===== config.mk =====
export PLATFORM = sky130hd
export DESIGN_NAME = pipe_ctrl
export DESIGN_NICKNAME = d
export VERILOG_FILES = /design/src/rtl/pipe_ctrl_pkg.sv /design/src/rtl/pipe_ctrl_hazard_detect.sv /design/src/rtl/pipe_ctrl.sv
export SDC_FILE = /design/constraint.sdc
export NUM_CORES = 1
export LEC_CHECK = 0
export BUFFER_PORTS_ARGS = -buffer_cell sky130_fd_sc_hd__buf_2
export CORE_ASPECT_RATIO = 1.4
export CORE_MARGIN = 2
export CORE_UTILIZATION = 45
export DETAILED_ROUTE_END_ITERATION = 8
export PLACE_DENSITY = 0.74
export SLEW_MARGIN = 25
export SYNTH_ARGS = -nofsm -noshare
export SYNTH_HDL_FRONTEND = slang
export SYNTH_SLANG_ARGS = --single-unit

===== constraint.sdc =====
create_clock -name clk -period 3.1 [get_ports clk]
set_input_delay 0.775 -clock clk [delete_from_list [all_inputs] [get_ports clk]]
set_output_delay 0.775 -clock clk [all_outputs]
set_load 0.02 [all_outputs]

===== src/rtl/pipe_ctrl_pkg.sv =====
// Shared definitions for the pipeline sequencer: FSM encodings, counter width default and the
// NOP word that flushed pipeline registers are loaded with.
package pipe_ctrl_pkg;

  localparam logic [1:0] CTRL_RUN    = 2'd0;
  localparam logic [1:0] CTRL_DRAIN  = 2'd1;
  localparam logic [1:0] CTRL_HALTED = 2'd2;

  typedef enum logic [1:0] {
    StRun    = CTRL_RUN,
    StDrain  = CTRL_DRAIN,
    StHalted = CTRL_HALTED
  } ctrl_state_e;

  localparam int unsigned CntWDefault = 32;

  // addi x0, x0, 0
  localparam logic [31:0] NopInsn = 32'h0000_0013;

endpackage


===== src/rtl/pipe_ctrl_hazard_detect.sv =====
// Load-use hazard detection: the instruction in ID reads a register that a load in EX
// has not yet produced.
module hazard_detect
  import pipe_ctrl_pkg::*;
(
  input  logic [4:0] id_rs1_addr_i,
  input  logic [4:0] id_rs2_addr_i,
  input  logic       id_rs1_used_i,
  input  logic       id_rs2_used_i,
  input  logic [4:0] ex_rd_addr_i,
  input  logic       ex_reg_wen_i,
  input  logic       ex_is_load_i,
  output logic       lu_o
);

  logic ex_load_wr;
  logic rs1_match;
  logic rs2_match;

  always_comb begin
    // x0 is never a real dependency
    ex_load_wr = ex_is_load_i && ex_reg_wen_i && (ex_rd_addr_i != 5'd0);
    rs1_match  = id_rs1_used_i && (id_rs1_addr_i == ex_rd_addr_i);
    rs2_match  = id_rs2_used_i && (id_rs2_addr_i == ex_rd_addr_i);
    lu_o       = ex_load_wr && (rs1_match || rs2_match);
  end

endmodule


===== src/rtl/pipe_ctrl.sv =====
// Pipeline sequencer for the 5-stage core: hold/flush/redirect controls, debug halt/drain
// handshake and saturating stall/flush performance counters.
module pipe_ctrl
  import pipe_ctrl_pkg::*;
#(
  parameter int unsigned DRAIN_CYCLES = 4,
  parameter int unsigned CNT_W        = CntWDefault
) (
  input  logic             clk,
  input  logic             rst_n,
  input  logic [4:0]       id_rs1_addr_i,
  input  logic [4:0]       id_rs2_addr_i,
  input  logic             id_rs1_used_i,
  input  logic             id_rs2_used_i,
  input  logic [4:0]       ex_rd_addr_i,
  input  logic             ex_reg_wen_i,
  input  logic             ex_is_load_i,
  input  logic             ex_jump_en_i,
  input  logic [31:0]      ex_jump_addr_i,
  input  logic             mem_busy_i,
  input  logic             halt_req_i,
  output logic             pc_hold_o,
  output logic             if_id_hold_o,
  output logic             if_id_flush_o,
  output logic             id_ex_hold_o,
  output logic             id_ex_flush_o,
  output logic             ex_mem_hold_o,
  output logic             jump_en_o,
  output logic [31:0]      jump_addr_o,
  output logic             halt_ack_o,
  output logic [CNT_W-1:0] stall_cnt_o,
  output logic [CNT_W-1:0] flush_cnt_o
);

  localparam int unsigned DcW = (DRAIN_CYCLES > 1) ? $clog2(DRAIN_CYCLES + 1) : 1;

  ctrl_state_e      state_q;
  logic [DcW-1:0]   drain_cnt_q;
  logic             halt_ack_q;
  logic [CNT_W-1:0] stall_cnt_q;
  logic [CNT_W-1:0] flush_cnt_q;

  logic lu;
  logic busy_stall;
  logic lu_stall;
  logic redirect;

  hazard_detect u_hazard_detect (
    .id_rs1_addr_i (id_rs1_addr_i),
    .id_rs2_addr_i (id_rs2_addr_i),
    .id_rs1_used_i (id_rs1_used_i),
    .id_rs2_used_i (id_rs2_used_i),
    .ex_rd_addr_i  (ex_rd_addr_i),
    .ex_reg_wen_i  (ex_reg_wen_i),
    .ex_is_load_i  (ex_is_load_i),
    .lu_o          (lu)
  );

  always_comb begin
    pc_hold_o     = 1'b0;
    if_id_hold_o  = 1'b0;
    if_id_flush_o = 1'b0;
    id_ex_hold_o  = 1'b0;
    id_ex_flush_o = 1'b0;
    ex_mem_hold_o = 1'b0;
    jump_en_o     = 1'b0;
    jump_addr_o   = 32'd0;
    busy_stall    = 1'b0;
    lu_stall      = 1'b0;
    redirect      = 1'b0;
    // Outputs are gated by reset so they drop without waiting for a clock edge
    if (rst_n) begin
      if (state_q == StHalted) begin
        pc_hold_o     = 1'b1;
        if_id_flush_o = 1'b1;
      end else if (mem_busy_i) begin
        pc_hold_o     = 1'b1;
        if_id_hold_o  = 1'b1;
        id_ex_hold_o  = 1'b1;
        ex_mem_hold_o = 1'b1;
        busy_stall    = 1'b1;
      end else if (ex_jump_en_i) begin
        jump_en_o     = 1'b1;
        jump_addr_o   = ex_jump_addr_i;
        if_id_flush_o = 1'b1;
        id_ex_flush_o = 1'b1;
        redirect      = 1'b1;
      end else if (lu) begin
        pc_hold_o     = 1'b1;
        if_id_hold_o  = 1'b1;
        id_ex_flush_o = 1'b1;
        lu_stall      = 1'b1;
      end else if (state_q == StDrain) begin
        pc_hold_o     = 1'b1;
        if_id_flush_o = 1'b1;
      end
    end
  end

  always_ff @(posedge clk or negedge rst_n) begin
    if (!rst_n) begin
      state_q     <= StRun;
      drain_cnt_q <= '0;
      halt_ack_q  <= 1'b0;
    end else begin
      case (state_q)
        StRun: begin
          if (halt_req_i) begin
            state_q     <= StDrain;
            drain_cnt_q <= DcW'(DRAIN_CYCLES);
          end
        end
        StDrain: begin
          if (!halt_req_i) begin
            state_q     <= StRun;
            drain_cnt_q <= '0;
          end else if (!busy_stall && !lu_stall) begin
            // Stalled cycles do not move instructions toward WB, so they do not count
            if (drain_cnt_q <= DcW'(1)) begin
              state_q     <= StHalted;
              drain_cnt_q <= '0;
              halt_ack_q  <= 1'b1;
            end else begin
              drain_cnt_q <= drain_cnt_q - DcW'(1);
            end
          end
        end
        StHalted: begin
          if (!halt_req_i) begin
            state_q    <= StRun;
            halt_ack_q <= 1'b0;
          end
        end
        default: begin
          state_q     <= StRun;
          drain_cnt_q <= '0;
          halt_ack_q  <= 1'b0;
        end
      endcase
    end
  end

  always_ff @(posedge clk or negedge rst_n) begin
    if (!rst_n) begin
      stall_cnt_q <= '0;
      flush_cnt_q <= '0;
    end else begin
      if ((busy_stall || lu_stall) && (stall_cnt_q != '1)) begin
        stall_cnt_q <= stall_cnt_q + CNT_W'(1);
      end
      if (redirect && (flush_cnt_q != '1)) begin
        flush_cnt_q <= flush_cnt_q + CNT_W'(1);
      end
    end
  end

  assign halt_ack_o  = halt_ack_q;
  assign stall_cnt_o = stall_cnt_q;
  assign flush_cnt_o = flush_cnt_q;

endmodule


==> results of run 1 <==
worst max-delay path, delay by kind of cell:
kind	cells	cell delay [ns]
AOI/OAI and AO/OA	4	0.76
and+or+nand+nor	1	0.36
buffers and inverters	2	0.31
where the power goes:
part           leakage [nW]  internal, mW  switching, mW
clock                 0.159         0.732          0.401
combinational          1.65         0.230          0.337
sequential            0.924          1.00          0.109
cell families after synthesis:
kind of cell	synth area share
XOR/XNOR	0.1604
flip-flops	0.4519
AND/OR/NAND/NOR	0.2866
AO/OA/AOI/OAI	0.04971
adder cells (fa/ha/maj)	0.01291
multiplexers	0.005810
buffers and inverters	0.03260
metrics by stage:
step / hold slack [ns] / area [um2]
CTS: 0.4692 / 5124
detailed placement: 0.4787 / 4791
global placement: 0.4702 / 4791
global route: 0.4856 / 5124
floorplan: 0.4794 / 3876
finish: 0.4701 / 5124
area by class of cell:
cell class | count | area [um2] | area share
Multi-Input combinational cell | 295 | 1998 | 0.3900
Sequential cell | 70 | 1752 | 0.3419
Timing Repair Buffer | 165 | 853.3 | 0.1665
Clock buffer | 10 | 239.0 | 0.04664
Tap cell | 105 | 131.4 | 0.02564
Clock inverter | 6 | 93.84 | 0.01832
Inverter | 15 | 56.30 | 0.01099
metal layers:
| layer | part of all wire | wire length [um] | up-vias |
|---|---|---|---|
| li1 | - | - | 1681 |
| met1 | 0.37 | 3762 | 1711 |
| met2 | 0.55 | 5546 | 127 |
| met3 | 0.056 | 564 | 12 |
| met4 | 0.018 | 176 | 0 |
| met5 | 0 | 0 | - |
flip-flops by register name (all words and copies together), names as in the netlist:
name         cells
stall_cnt_o     32
state_q          2
drain_cnt_q      3
halt_ack_o       1
flush_cnt_o     32
worst paths after layout:
path                            startpoint         endpoint  slack (ns)  depth (start not counted)
min in group clk           stall_cnt_o[20]  stall_cnt_o[20]        0.48                          1
setup / recovery           ex_rd_addr_i[1]    if_id_flush_o        0.11                          7
hold / removal                       rst_n  stall_cnt_o[25]        0.47                          2
setup reg to reg            stall_cnt_o[0]   stall_cnt_o[1]        0.47                          7
max in group asynchronous            rst_n  flush_cnt_o[27]        1.93                          2
hold reg to reg            stall_cnt_o[20]  stall_cnt_o[20]        0.48                          1
cell usage in the layout (no fill, tap or decap), types with 15 or more instances in the layout:
master and instances:
and2_1 34, buf_2 159, dfrtp_1 70, inv_1 15
nand2_1 27, nand3_1 28, nand4_1 20, nor2_1 18
nor3_1 20, xnor2_1 40, xor2_1 31
==> reports/metrics.cfg, run 1 <==
[pwr]
power.ir.vdd_worst_uv=337.5
static-leakage-power_nw=2.730
post-layout-total-power_mw=2.810
pwr_density_cell_nw_per_um2=548.4

[cts]
root_buffer=clkbuf_16
insertion_delay_ns=0.34
cts.repair_timing.setup_buffer_count=0
cts_made_buffers=9
cts_repair_resize_count=0
clk_pin_slew_worst_paths_ns=0.05
cts_tree=done
cts-htree-levels=3
total_of_hold_buffers_inserted_after_clock_tree_synthesis=0
cts_num_sinks=70
cts-root-to-sink-buffers=2

[synth]
ys_dominant_reg_cell=dfrtp_1
synth_top_cells_by_area=dfrtp_1 (45%), xnor2_1 (9.0%), xor2_1 (7.0%)
ys.warnings.count=0
synth_async_sr_flop_share=1.000
number_of_synthesized_register_bits=70
synthDominantCellAreaShare=0.4519
synthCells=394
synth_area_um2=3876
syn_avg_cell_area_um2=9.838
synth.distinct_cells=44
synth.yosys.seq_area_share=0.4519
netlist.top_cell.by_area=dfrtp_1
synth_enable_flop_cells=0
synth_nets=454
synth_commonest_cells=dfrtp_1 (70), xnor2_1 (40), and2_1 (34), xor2_1 (31), nand3_1 (28)
synthMostInstantiatedCell=dfrtp_1

[floorplan]
core.rowCount=40
ioPinCount=160
floorplan.die_area_um2=9383
design.core.area_um2=8458
dieWidth_um=82.44
start_util=0.4583
die_height_um=113.8

[global_routing]
grt_first_pass_wirelength_um=15820
grt.met3_usage=0.03323
initial_antenna_violation_count=0
grt.total_usage=0.2178
globalRouteOverflowTotal=0
grt_pass1_vias=3378
met1_usage=0.2397
groute.layer.met2.usage=0.4016
busiest_layer=met2
largest_net_degree_at_the_start_of_global_routing=59

[critical_path]
required_ns=2.32
critical_path.most_common_cell=buf_2
timing.critical_path.slowest_cell_delay_ns=0.36
critical_path_arrival_ns=2.22
critical-path-slowest-cell=or3_1
worst-path-max-fanout=3
timing.setup.critical_path_class=in -> out
critical_path_cell_sequence=buf_2 > or3_1 > o311a_1 > a21oi_1 > o21bai_1 > a21boi_0 > buf_2
worstSetupStartpointType=primary input
worstSetupEndpointType=primary output

[place]
final_weighted_congestion_in_routability_driven_placement=0.9004
pre_cts_ws_ns=0.1144
hpwl_um=7649
port_bufs=159
dp.cells=650

[timing]
total_count_of_hold_check_failures_in_the_final_report=0
fin_crit_sh=0.9651
worst_slew_pin_slew_ns=0.7424
min_period_ns=2.992
fin_ws_ns=0.1082
worst_clk_skew_ns=0.01235
setup_tns_ns=0
slew_viol_final=0
grt_setup_unrepaired=no
timing.max_slew.rel_slack=0.5051
max_clock_freq_ghz=0.3343
final_setup_violation_count=0

[cells_and_area]
post_route_non_filler_standard_cell_count=666
n_fill_cell=718
postLayoutCoreUtil=0.6058
area_growth_pct=32.18
diodes=0
num-nets-final=616
layout-drive-gt1-share=0.3440

[detailed_routing]
routed-via-count=3531
detail_route.wl_per_cell_um=15.09
wl_um=10050
drt_first_pass_iters=4
route.detailed.vias_per_inst=5.302
initialDrtViolationCount=141
route.antenna.remaining_nets=0
remaining_drc_errors=0

[hold_path]
min-delay-path-class=in -> async

[status]
outcome=finished, final reports clean

[job]
timing.max_cap.violations=0

Power figures use the tool's default switching activity.
==> inputs of run 2 (changes only) <==
Settings changed: CORE_MARGIN 2 to unset, CORE_UTILIZATION 45 to 49, PLACE_DENSITY 0.74 to 0.79.
==> run 2 against run 1 <==
  * Clock skew decreased by 0.0060 ns
  * Via count decreased by 0.76%
  * First-iteration DRC count decreased by 5.0%
  * Power decreased by 18%
  * Worst setup slack improved by 0.055 ns
  * Flip-flop and latch count unchanged
  * Utilization increased by 3.8 points
  * Sequential power about the same
  * Wire length decreased by 5.6%
  * Combinational power about the same
  * Largest power group is now registers
  * Critical endpoint is now if_id_hold_o
==> reports/metrics.cfg, run 2 (synthesis results as in run 1) <==
[status]
outcome=finished, final reports clean

[cells_and_area]
cell_area_after_layout_um2=4960
layout-drive-gt1-share=0.3387
diodes=0
post_route_non_filler_standard_cell_count=661
num-nets-final=617
area_growth_pct=27.95
layout.cells.most_common_list=buf_2 (159), dfrtp_1 (70), xnor2_1 (40), and2_1 (34), xor2_1 (31)
leading_cell_type_in_the_layout_fill_and_taps_excluded=buf_2

[place]
hpwl_um=7486
pre_cts_ws_ns=0.1674
placement.cell_area_um2=4792
final_weighted_congestion_in_routability_driven_placement=0.9289
port_bufs=159
dp.cells=646

[timing]
timing.max_slew.rel_slack=0.6171
slew_viol_final=0
min_period_ns=2.936
grt_setup_unrepaired=no
worst_slew_pin_slew_ns=0.5690
fin_ws_ns=0.1635
fin_crit_sh=0.9473
total_count_of_hold_check_failures_in_the_final_report=0
max_clock_freq_ghz=0.3405
setup_tns_ns=0
worst_clk_skew_ns=0.006335
final_setup_violation_count=0

[critical_path]
worstSetupStartpointType=primary input
worst-path-max-fanout=6
timing.setup.critical_path_class=in -> out
critical-path-slowest-cell=or3_1
setup.worst_path.start=ex_rd_addr_i[1]
worstSetupEndpointType=primary output
critPathBufInv=2
critical_path.most_common_cell=buf_2
timing.critical_path.slowest_cell_delay_ns=0.36
critical_path_arrival_ns=2.16
timing.rr.start=stall_cnt_o[0]
required_ns=2.32
critical_path_cell_sequence=buf_2 > or3_1 > o311a_1 > a41oi_2 > nor2_1 > buf_2
crit_family=compound AO/OA/AOI/OAI gates

[cts]
cts_tree=done
cts.repair_timing.setup_buffer_count=0
cts-htree-levels=3
cts_repair_resize_count=0
total_of_hold_buffers_inserted_after_clock_tree_synthesis=0
clk_pin_slew_worst_paths_ns=0.07
root_buffer=clkbuf_8
insertion_delay_ns=0.34
cts_made_buffers=9
cts-root-to-sink-buffers=2
cts_num_sinks=70

[global_routing]
largest_net_degree_at_the_start_of_global_routing=39
globalRouteOverflowTotal=0
initial_antenna_violation_count=0
grt_first_pass_wirelength_um=15740
grt_pass1_vias=3494
grt.total_usage=0.2428

[pwr]
power.ir.vdd_worst_uv=342.1
pwr_density_cell_nw_per_um2=465.9
post-layout-total-power_mw=2.311
static-leakage-power_nw=2.661

[detailed_routing]
detail_route.wl_per_cell_um=14.35
initialDrtViolationCount=134
wl_um=9486
drt_first_pass_iters=4
routed-via-count=3504
route.detailed.vias_per_inst=5.301
route.antenna.remaining_nets=0
remaining_drc_errors=0

[floorplan]
ioPinCount=160
design.core.area_um2=7702
dieWidth_um=77.17
die_height_um=107.2
core.rowCount=38
floorplan.die_area_um2=8275
start_util=0.5032

[hold_path]
min-delay-path-class=reg -> reg
hold_path.startpoint=stall_cnt_o[17]

[job]
timing.max_cap.violations=0

run 2: cell count changes in the layout (fill, tap and decap cells not counted), moves of 2 or more:
cell / previous run / this run
bufinv_16: 2 / 0
clkbuf_1: 0 / 3
clkbuf_16: 9 / 0
clkbuf_8: 1 / 11
clkinv_4: 2 / 0
run 2: final timing paths:
kind / endpoint / slack, ns / cells after the start
worst min register to register: stall_cnt_o[17] / 0.49 / 1
worst max register to register: stall_cnt_o[1] / 0.58 / 7
worst min-delay path: stall_cnt_o[17] / 0.49 / 1
max in group asynchronous: stall_cnt_o[29] / 2.12 / 2
min in group asynchronous: flush_cnt_o[17] / 0.62 / 2
worst max-delay path: if_id_hold_o / 0.16 / 6
run 2: metal layers:
metal  track usage  part of all wire  up-vias
met5             0                 0        -
met4        0.1132             0.031        0
met1        0.2686              0.37     1633
met3       0.06213             0.065       20
li1              -                 -     1696
met2        0.4311              0.53      155
run 2: metrics by stage:
| stage | hold WS (ns) | utilization |
|---|---|---|
| 6_report | 0.4893 | 0.6439 |
| 5_1_grt | 0.5076 | 0.6439 |
| 4_1_cts | 0.4955 | 0.6439 |
| 3_5_place_dp | 0.4803 | 0.6222 |
| 3_3_place_gp | 0.4693 | 0.6222 |
| 2_1_floorplan | 0.4794 | - |
run 2: cell type report:
| cell class | instances | area, um2 |
|---|---|---|
| inverters | 15 | 56.30 |
| clock buffers | 14 | 162.7 |
| clock inverters | 1 | 5.005 |
| fillers | 647 | 2743 |
| multi-input cells | 295 | 1998 |
| flip-flops and latches | 70 | 1752 |
| well taps | 100 | 125.1 |
| repair buffers | 166 | 860.8 |
run 2: worst register-to-register path: cells and delay by family (launching register included):
family | cells | cell delay [ns]
fa+ha+maj | 1 | 0.23
buf+inv | 1 | 0.20
flops | 1 | 0.45
mux | 1 | 0.36
simple gates | 4 | 1.16
run 2: power breakdown:
group / total (mW) / switching, mW / internal [mW]
Combinational: 0.566 / 0.335 / 0.232
Clock: 0.637 / 0.307 / 0.330
Sequential: 1.11 / 0.107 / 1.00
Total: 2.31 / 0.748 / 1.56
